===== src/rtl/secuenciador_de_melodia.sv =====
// Melody sequencer: walks a fixed note table, holding each pitch for its duration in
// cambiar_nota ticks with an optional silent gap. Optional macro REPETICION_EN loops the song.
module secuenciador_de_melodia #(
    parameter int LARGO       = 25,
    parameter int PAUSA_TICKS = 1
) (
    input  logic       clk_divisor,
    input  logic       rst_n,
    input  logic       iniciar,
    input  logic       detener,
    input  logic       cambiar_nota,
    output logic [3:0] indice_nota,
    output logic       silencio,
    output logic [4:0] direccion,
    output logic       reproduciendo,
    output logic       fin_cancion
);

    typedef enum logic [2:0] {
        REPOSO,
        CARGAR,
        SONAR,
        PAUSA,
        FIN
    } estado_t;

    localparam logic [4:0] ULTIMA = 5'(LARGO - 1);
    localparam logic [2:0] GAP    = 3'(PAUSA_TICKS);

    estado_t    estado, estado_sig;
    logic [2:0] cont, cont_sig;
    logic [3:0] indice_sig;
    logic       silencio_sig;
    logic [4:0] direccion_sig;
    logic       reproduciendo_sig;
    logic       fin_sig;
    logic       avanzar;

    logic [6:0] nota_act;
    logic [3:0] tono_act;
    logic [2:0] dur_act;

    // Each entry is {pitch[3:0], dur[2:0]}; the tail past the melody is silent filler.
    function automatic logic [6:0] entrada(input logic [4:0] dir);
        logic [6:0] e;
        case (dir)
            5'd0:    e = {4'd1,  3'd3};
            5'd1:    e = {4'd1,  3'd1};
            5'd2:    e = {4'd3,  3'd4};
            5'd3:    e = {4'd1,  3'd4};
            5'd4:    e = {4'd6,  3'd4};
            5'd5:    e = {4'd5,  3'd6};
            5'd6:    e = {4'd1,  3'd3};
            5'd7:    e = {4'd1,  3'd1};
            5'd8:    e = {4'd3,  3'd4};
            5'd9:    e = {4'd1,  3'd4};
            5'd10:   e = {4'd8,  3'd4};
            5'd11:   e = {4'd6,  3'd6};
            5'd12:   e = {4'd1,  3'd3};
            5'd13:   e = {4'd1,  3'd1};
            5'd14:   e = {4'd13, 3'd4};
            5'd15:   e = {4'd10, 3'd4};
            5'd16:   e = {4'd6,  3'd4};
            5'd17:   e = {4'd5,  3'd4};
            5'd18:   e = {4'd3,  3'd6};
            5'd19:   e = {4'd11, 3'd3};
            5'd20:   e = {4'd11, 3'd1};
            5'd21:   e = {4'd10, 3'd4};
            5'd22:   e = {4'd6,  3'd4};
            5'd23:   e = {4'd8,  3'd4};
            5'd24:   e = {4'd6,  3'd6};
            5'd25:   e = {4'd0,  3'd4};
            default: e = {4'd0,  3'd0};
        endcase
        return e;
    endfunction

    assign nota_act = entrada(direccion);
    assign tono_act = nota_act[6:3];
    assign dur_act  = (nota_act[2:0] == 3'd0) ? 3'd1 : nota_act[2:0];

    always_ff @(posedge clk_divisor) begin
        if (!rst_n) begin
            estado        <= REPOSO;
            cont          <= 3'd0;
            indice_nota   <= 4'd0;
            silencio      <= 1'b1;
            direccion     <= 5'd0;
            reproduciendo <= 1'b0;
            fin_cancion   <= 1'b0;
        end else begin
            estado        <= estado_sig;
            cont          <= cont_sig;
            indice_nota   <= indice_sig;
            silencio      <= silencio_sig;
            direccion     <= direccion_sig;
            reproduciendo <= reproduciendo_sig;
            fin_cancion   <= fin_sig;
        end
    end

    always_comb begin
        estado_sig        = estado;
        cont_sig          = cont;
        indice_sig        = indice_nota;
        silencio_sig      = silencio;
        direccion_sig     = direccion;
        reproduciendo_sig = reproduciendo;
        fin_sig           = 1'b0;
        avanzar           = 1'b0;

        unique case (estado)
            REPOSO: begin
                if (iniciar) begin
                    estado_sig    = CARGAR;
                    direccion_sig = 5'd0;
                end
            end
            CARGAR: begin
                indice_sig        = tono_act;
                silencio_sig      = (tono_act == 4'd0);
                cont_sig          = dur_act;
                reproduciendo_sig = 1'b1;
                estado_sig        = SONAR;
            end
            SONAR: begin
                if (cambiar_nota) begin
                    if (cont == 3'd1) begin
                        if (GAP != 3'd0) begin
                            estado_sig   = PAUSA;
                            silencio_sig = 1'b1;
                            indice_sig   = 4'd0;
                            cont_sig     = GAP;
                        end else begin
                            avanzar = 1'b1;
                        end
                    end else begin
                        cont_sig = cont - 3'd1;
                    end
                end
            end
            PAUSA: begin
                if (cambiar_nota) begin
                    if (cont == 3'd1) begin
                        avanzar = 1'b1;
                    end else begin
                        cont_sig = cont - 3'd1;
                    end
                end
            end
            FIN: begin
`ifdef REPETICION_EN
                direccion_sig = 5'd0;
                estado_sig    = CARGAR;
`else
                estado_sig        = REPOSO;
                reproduciendo_sig = 1'b0;
`endif
            end
            default: estado_sig = REPOSO;
        endcase

        // The end-of-song pulse is registered so it shows during the single FIN cycle.
        if (avanzar) begin
            if (direccion == ULTIMA) begin
                estado_sig   = FIN;
                fin_sig      = 1'b1;
                silencio_sig = 1'b1;
                indice_sig   = 4'd0;
                cont_sig     = 3'd0;
            end else begin
                direccion_sig = direccion + 5'd1;
                estado_sig    = CARGAR;
            end
        end

        // Stop overrides everything else, including a coincident start or tick.
        if (detener) begin
            estado_sig        = REPOSO;
            cont_sig          = 3'd0;
            indice_sig        = 4'd0;
            silencio_sig      = 1'b1;
            direccion_sig     = 5'd0;
            reproduciendo_sig = 1'b0;
            fin_sig           = 1'b0;
        end
    end

endmodule


===== config.mk =====
export PLATFORM = sky130hd
export DESIGN_NAME = secuenciador_de_melodia
export DESIGN_NICKNAME = d
export VERILOG_FILES = /design/src/rtl/secuenciador_de_melodia.sv
export SDC_FILE = /design/constraint.sdc
export NUM_CORES = 1
export LEC_CHECK = 0
export CORE_MARGIN = 2
export CORE_UTILIZATION = 60
export DETAILED_ROUTE_END_ITERATION = 12
export HOLD_SLACK_MARGIN = 0.08
export PLACE_DENSITY_LB_ADDON = 0.25
export RECOVER_POWER = 100
export REMOVE_ABC_BUFFERS = 1
export SYNTH_ARGS = -nofsm -noshare
export SYNTH_HDL_FRONTEND = slang
export SYNTH_SLANG_ARGS = --single-unit

===== constraint.sdc =====
create_clock -name clk_divisor -period 7.1 [get_ports clk_divisor]
set_input_delay 1.42 -clock clk_divisor [delete_from_list [all_inputs] [get_ports clk_divisor]]
set_output_delay 1.42 -clock clk_divisor [all_outputs]
set_load 0.01 [all_outputs]

==> run_results.csv, run 1 <==
group,metric,value,unit
min_path,holdPathStages,2,
power,clockPowerShare,29.0,%
layout,area_growth_syn_to_layout,7.40,%
clocking,ctsResizeCount,0,
layout,drive_above_1_share,6.25,%
setup_path,arrival,4.55,ns
detailed_routing,wl_met2,1.84,mm
power,seqPwrFrac,63.6,%
global_route,grt_pass1_wl,6.34,mm
power,p_leak,0.000706,uW
layout,num_antenna_cells,0,
logic_synthesis,synthTopCellsByCount,"dfxtp_1, nor2_1, ha_1",
sta,maxSlewViolCount,0,
power,internal-power,170,uW
logic_synthesis,syn-cell-area,1710,um2
detailed_routing,drt-wirelength-per-cell,15.9,um
setup_path,rrSetupSlack,3.81,ns
logic_synthesis,syn_avg_cell_area,8.71,um2
setup_path,worstPathRequired,7.30,ns
floorplanning,core_area,2730,um2
logic_synthesis,yosysMostFrequentCell,"dfxtp_1",
power,power.switching,55.1,uW
detailed_routing,via_count,1538,
clocking,cts_sinks,25,
placed_design,gp_congestion,0.918,
detailed_routing,route.met3.wl,192,um
global_route,grtUsageTotal,24.3,%
sta,rsz0062_at_grt,"no",
setup_path,start_kind,"input port",
detailed_routing,top_layer,"met4",
min_path,hold_path.class,"flip-flop to flip-flop",
sta,skew,0.00839,ns
min_path,hold_end,"reproduciendo",
floorplanning,rows,19,
setup_path,path_class,"input port to flip-flop",
clocking,htreeDepth,1,
logic_synthesis,syn_inst,196,
clocking,root_buffer,"clkbuf_4",
clocking,cts_tree,"yes",
logic_synthesis,ys.flop_type,"dfxtp_1",
sta,relSlewSlack,5.02,%
detailed_routing,final_antenna_net_count,0,
sta,hold_viol_final,0,
clocking,cts.path.max_buffers,2,
logic_synthesis,synth-seq-cells,25,
clocking,clk_pin_slew,0.14,ns
layout,layoutNonFillerInstCount,239,
floorplanning,io_pins,17,
clocking,hold_buffers,0,
sta,finalSetupViolCount,0,
setup_path,crit_fanout,16,
floorplanning,fp.dieArea,3290,um2
floorplanning,die_w,57.3,um
min_path,min-delay-start,"reproduciendo",
run_status,outcome,"finished clean",
sta,layout_min_cycle_time,4.35,ns
logic_synthesis,synthArstFlopShare,0,%
logic_synthesis,synthTopCellsByArea,"dfxtp_1, ha_1, nor2_1",
sta,hold_slack,0.520,ns
clocking,cts_setup_buffers,0,
layout,fin_nets,230,
placed_design,port_buffers,16,
logic_synthesis,yosys_warnings,0,
sta,tightest_slew,1.42,ns
detailed_routing,drc_errors,0,
detailed_routing,drt_pass1_iterations,4,
setup_path,r2r_start,"estado[1]",
detailed_routing,m1WireLength,1.67,mm
power,swShare,24.4,%
detailed_routing,drt-total-wl,3.80,mm
power,p_comb_share,7.4,%
sta,setup_tns,0,ns
placed_design,dp_cells,235,
setup_path,timing.rr.end,"nota_act[4]",
sta,max_freq,230,MHz
detailed_routing,drtIter0Drc,96,
power,power.density,123,nW/um2
logic_synthesis,yosysTopAreaCellShare,29.3,%
logic_synthesis,synth_edf_count,0,
global_route,grt_pass1_vias,1402,
setup_path,r2r_cells,6,
job,cap_violations,0,
logic_synthesis,synth_top_area_cell,"dfxtp_1",
placed_design,dp_hpwl,2.81,mm
clocking,clock_latency,0.33,ns
floorplanning,start_util,62.4,%
setup_path,end_kind,"flip-flop",
global_route,antenna_found_initial,0,
floorplanning,die_y,57.3,um
power,ir_drop,0.119,mV
clocking,numCtsBuffers,3,
detailed_routing,viasPerCell,6.44,
logic_synthesis,ys_types,53,
sta,period_share,61.2,%
logic_synthesis,yosysSeqAreaShare,29.3,%
global_route,grt_overflow,0,
global_route,grt_max_degree,23,
how the worst max path moves through the flow:
stage | startpoint | endpoint | slack (ns) | cells past startpoint
detailed placement | cambiar_nota | nota_act[5] | 2.79 | 10
global route | cambiar_nota | nota_act[4] | 2.55 | 7
CTS | cambiar_nota | nota_act[5] | 3.13 | 10
global placement | cambiar_nota | nota_act[5] | 2.97 | 10
floorplan | iniciar | nota_act[2] | 3.37 | 7
finish | cambiar_nota | nota_act[4] | 2.75 | 7
through the flow:
step	worst slack [ns]	util (%)	total power [uW]	cell area, um2
detailed placement	2.79	67.8	164	1850
global placement	2.97	67.8	163	1850
CTS	3.13	68.9	228	1880
global route	2.55	67.0	233	1830
finish	2.75	67.0	226	1830
floorplan	3.37	-	157	1650
per-layer routing:
layer	vias up	track usage (%)
met5	-	0
met4	0	9.97
li1	742	-
met3	10	2.72
met2	63	41.2
met1	723	31.4
logic make-up (layout without fill, tap and decap cells):
group | Yosys count | count (layout) | share of synthesized area [%]
AOI/OAI and AO/OA | 59 | 59 | 25.7
adders and majority gates | 16 | 16 | 11.7
buffers and inverters | 20 | 32 | 5.94
DFF | 25 | 25 | 29.3
muxes | 6 | 6 | 3.59
and+or+nand+nor | 70 | 70 | 23.7
critical path, stage by stage:
cell	delay, ns
dlygate4sd3_1	0.62
nand3b_1	0.18
or4_1	0.58
a31oi_1	1.13
nand3b_1	0.23
a21boi_0	0.22
o221ai_1	0.16
flip-flops by register name (all words and copies together), names as in the netlist:
register and flops:
nota_act 7, estado 3, cont 3, indice_nota 4
silencio 1, reproduciendo 1, fin_cancion 1, direccion 5
cell type report:
class,instances,area [um2]
Multi-Input combinational cell,151,1050
Fill cell,239,901
Sequential cell,25,500
Timing Repair Buffer,17,168
Inverter,11,41.3
Tap cell,31,38.8
Clock buffer,3,22.5
Clock inverter,1,7.51
cell usage in the layout, fill, tap and decap left out, drive strengths merged, types with 4 or more instances in the layout:
| cell type | count |
|---|---|
| dfxtp | 25 |
| nor2 | 22 |
| nand2 | 10 |
| dlygate4sd3 | 14 |
| ha | 16 |
| nand4 | 4 |
| o21ai | 13 |
| a22oi | 4 |
| o211ai | 4 |
| nand2b | 8 |
| nor3 | 4 |
| inv | 11 |
| a21oi | 11 |
| a31oi | 4 |
| mux2i | 5 |
power by group through the flow:
| stage | clock network [uW] | logic [uW] | registers [uW] |
|---|---|---|---|
| global route | 70.8 | 18.7 | 144 |
| finish | 65.4 | 16.6 | 144 |
| global placement | 0 | 16.4 | 147 |
| floorplan | 0 | 10.7 | 146 |
| detailed placement | 0 | 17.1 | 147 |
| CTS | 67.2 | 17.3 | 144 |
Note: power is estimated with default switching activity, not from simulation.
==> run 2: changes to the inputs <==
- CORE_UTILIZATION: 60 -> 56
- clock period: 7.1 -> 4.2 ns (I/O delays scaled with it)
==> run 2 against run 1 <==
Compared with the run above: wire length is 3.6% lower; combinational power is 70% higher; final area is 0.82% higher.
==> run_results.csv, run 2 (synthesis results as in run 1) <==
group,metric,value,unit
placed_design,place_ws,0.494,ns
global_route,grtUsageTotal,23.4,%
layout,fin_nets,230,
setup_path,crit_fanout,16,
clocking,cts.path.max_buffers,2,
layout,regArea,500,um2
detailed_routing,drc_errors,0,
placed_design,port_buffers,16,
sta,worst_slack,0.473,ns
setup_path,crit_chain,"dlygate4sd3_1 -> nand3b_4 -> or4_1 -> a31oi_1 -> nand2_2 -> o32a_1 -> o311a_1",
sta,tightest_slew,1.43,ns
sta,setup_tns,0,ns
power,ir_drop,0.0958,mV
detailed_routing,drt-wirelength-per-cell,15.2,um
clocking,clock_latency,0.33,ns
global_route,antenna_found_initial,0,
run_status,outcome,"finished clean",
sta,maxSlewViolCount,0,
clocking,clk_pin_slew,0.15,ns
detailed_routing,via_count,1489,
detailed_routing,viasPerCell,6.18,
setup_path,cp.buffers_inverters,1,
layout,area_growth_syn_to_layout,8.28,%
clocking,cts_setup_buffers,0,
clocking,hold_buffers,0,
clocking,htreeDepth,1,
setup_path,path_class,"input port to flip-flop",
global_route,grt_max_degree,23,
layout,largest_register_ffs,7,
setup_path,end_kind,"flip-flop",
setup_path,start_kind,"input port",
power,p_leak,0.000725,uW
sta,finalSetupViolCount,0,
placed_design,dp_hpwl,2.72,mm
sta,rsz0062_at_grt,"no",
global_route,grt_pass1_vias,1455,
layout,final_core_util,62.1,%
floorplanning,core_area,2980,um2
power,power.density,209,nW/um2
floorplanning,rows,20,
clocking,cts_sinks,25,
clocking,ctsResizeCount,0,
floorplanning,die_y,59.2,um
sta,hold_viol_final,0,
global_route,grt_pass1_wl,6.37,mm
layout,drive_above_1_share,6.73,%
detailed_routing,drt_pass1_iterations,4,
floorplanning,io_pins,17,
global_route,grt_overflow,0,
placed_design,gp_congestion,0.866,
layout,final_cell_mix,"dfxtp_1, nor2_1, ha_1",
clocking,cts_tree,"yes",
floorplanning,start_util,57.3,%
setup_path,crit_slowest_cell,"a31oi_1",
layout,multiInputGateArea,1070,um2
sta,relSlewSlack,4.10,%
sta,max_freq,268,MHz
clocking,root_buffer,"clkbuf_4",
sta,layout_min_cycle_time,3.73,ns
clocking,numCtsBuffers,3,
min_path,hold_path.class,"flip-flop to flip-flop",
floorplanning,fp.dieArea,3510,um2
detailed_routing,drtIter0Drc,107,
layout,fillers,276,
setup_path,worstPathRequired,4.44,ns
setup_path,arrival,3.97,ns
detailed_routing,final_antenna_net_count,0,
job,cap_violations,0,
sta,skew,0.00772,ns
floorplanning,die_w,59.2,um
layout,layout_commonest_cell,"dfxtp_1",
setup_path,crit_family,"compound AO/OA/AOI/OAI gates",
sta,period_share,88.7,%
layout,num_antenna_cells,0,
detailed_routing,drt-total-wl,3.67,mm
setup_path,max_stage_delay,1.14,ns
[run 2: cell types whose count changed in the layout (fill, tap and decap cells not counted)]
cell      change
nand3b_1      -1
nand3b_4      +1
a21boi_0      -1
a21boi_1      +1
[run 2: per-stage QoR]
stage | std cells | area (um2) | power, uW | hold slack [ns]
floorplan | 187 | 1650 | 266 | 0.454
global placement | 237 | 1860 | 275 | 0.473
detailed placement | 237 | 1860 | 277 | 0.483
CTS | 241 | 1890 | 389 | 0.517
global route | 241 | 1850 | 404 | 0.547
finish | 241 | 1850 | 386 | 0.511
[run 2: tightest hold or removal path, stage by stage, from the launching register on]
cell	delay [ns]
dfxtp_1	0.36
a21oi_1	0.06
nor2_1	0.07
[run 2: power by group]
part	switching [uW]	internal [uW]	total [uW]	leakage [uW]
combinational	15.8	12.4	28.2	0.000510
clock	78.4	36.6	115	0.0000139
sequential	3.34	239	243	0.000202
[run 2: final cells by class]
type | count | share of cell area (%)
clock inverter | 1 | 0.406
inverter | 11 | 2.23
tap | 33 | 2.23
sequential | 25 | 27.1
timing repair buffer | 17 | 9.07
multi-input combinational | 151 | 57.8
clock buffer | 3 | 1.22
[run 2: final timing paths]
check / start / end / slack, ns / depth (start not counted)
min: cont[1] / cont[1] / 0.51 / 2
max: cambiar_nota / nota_act[1] / 0.47 / 7
max reg2reg: cont[0] / nota_act[1] / 0.93 / 7
min reg2reg: cont[1] / cont[1] / 0.51 / 2
[run 2: metal layers]
layer  track usage, %  part of all wire, %  vias to the layer above
met5                0                    0                        -
met4             10.1                  1.2                        0
met3             2.84                  3.8                        5
met2             38.5                   49                       43
met1             30.6                   46                      700
li1                 -                    -                      741
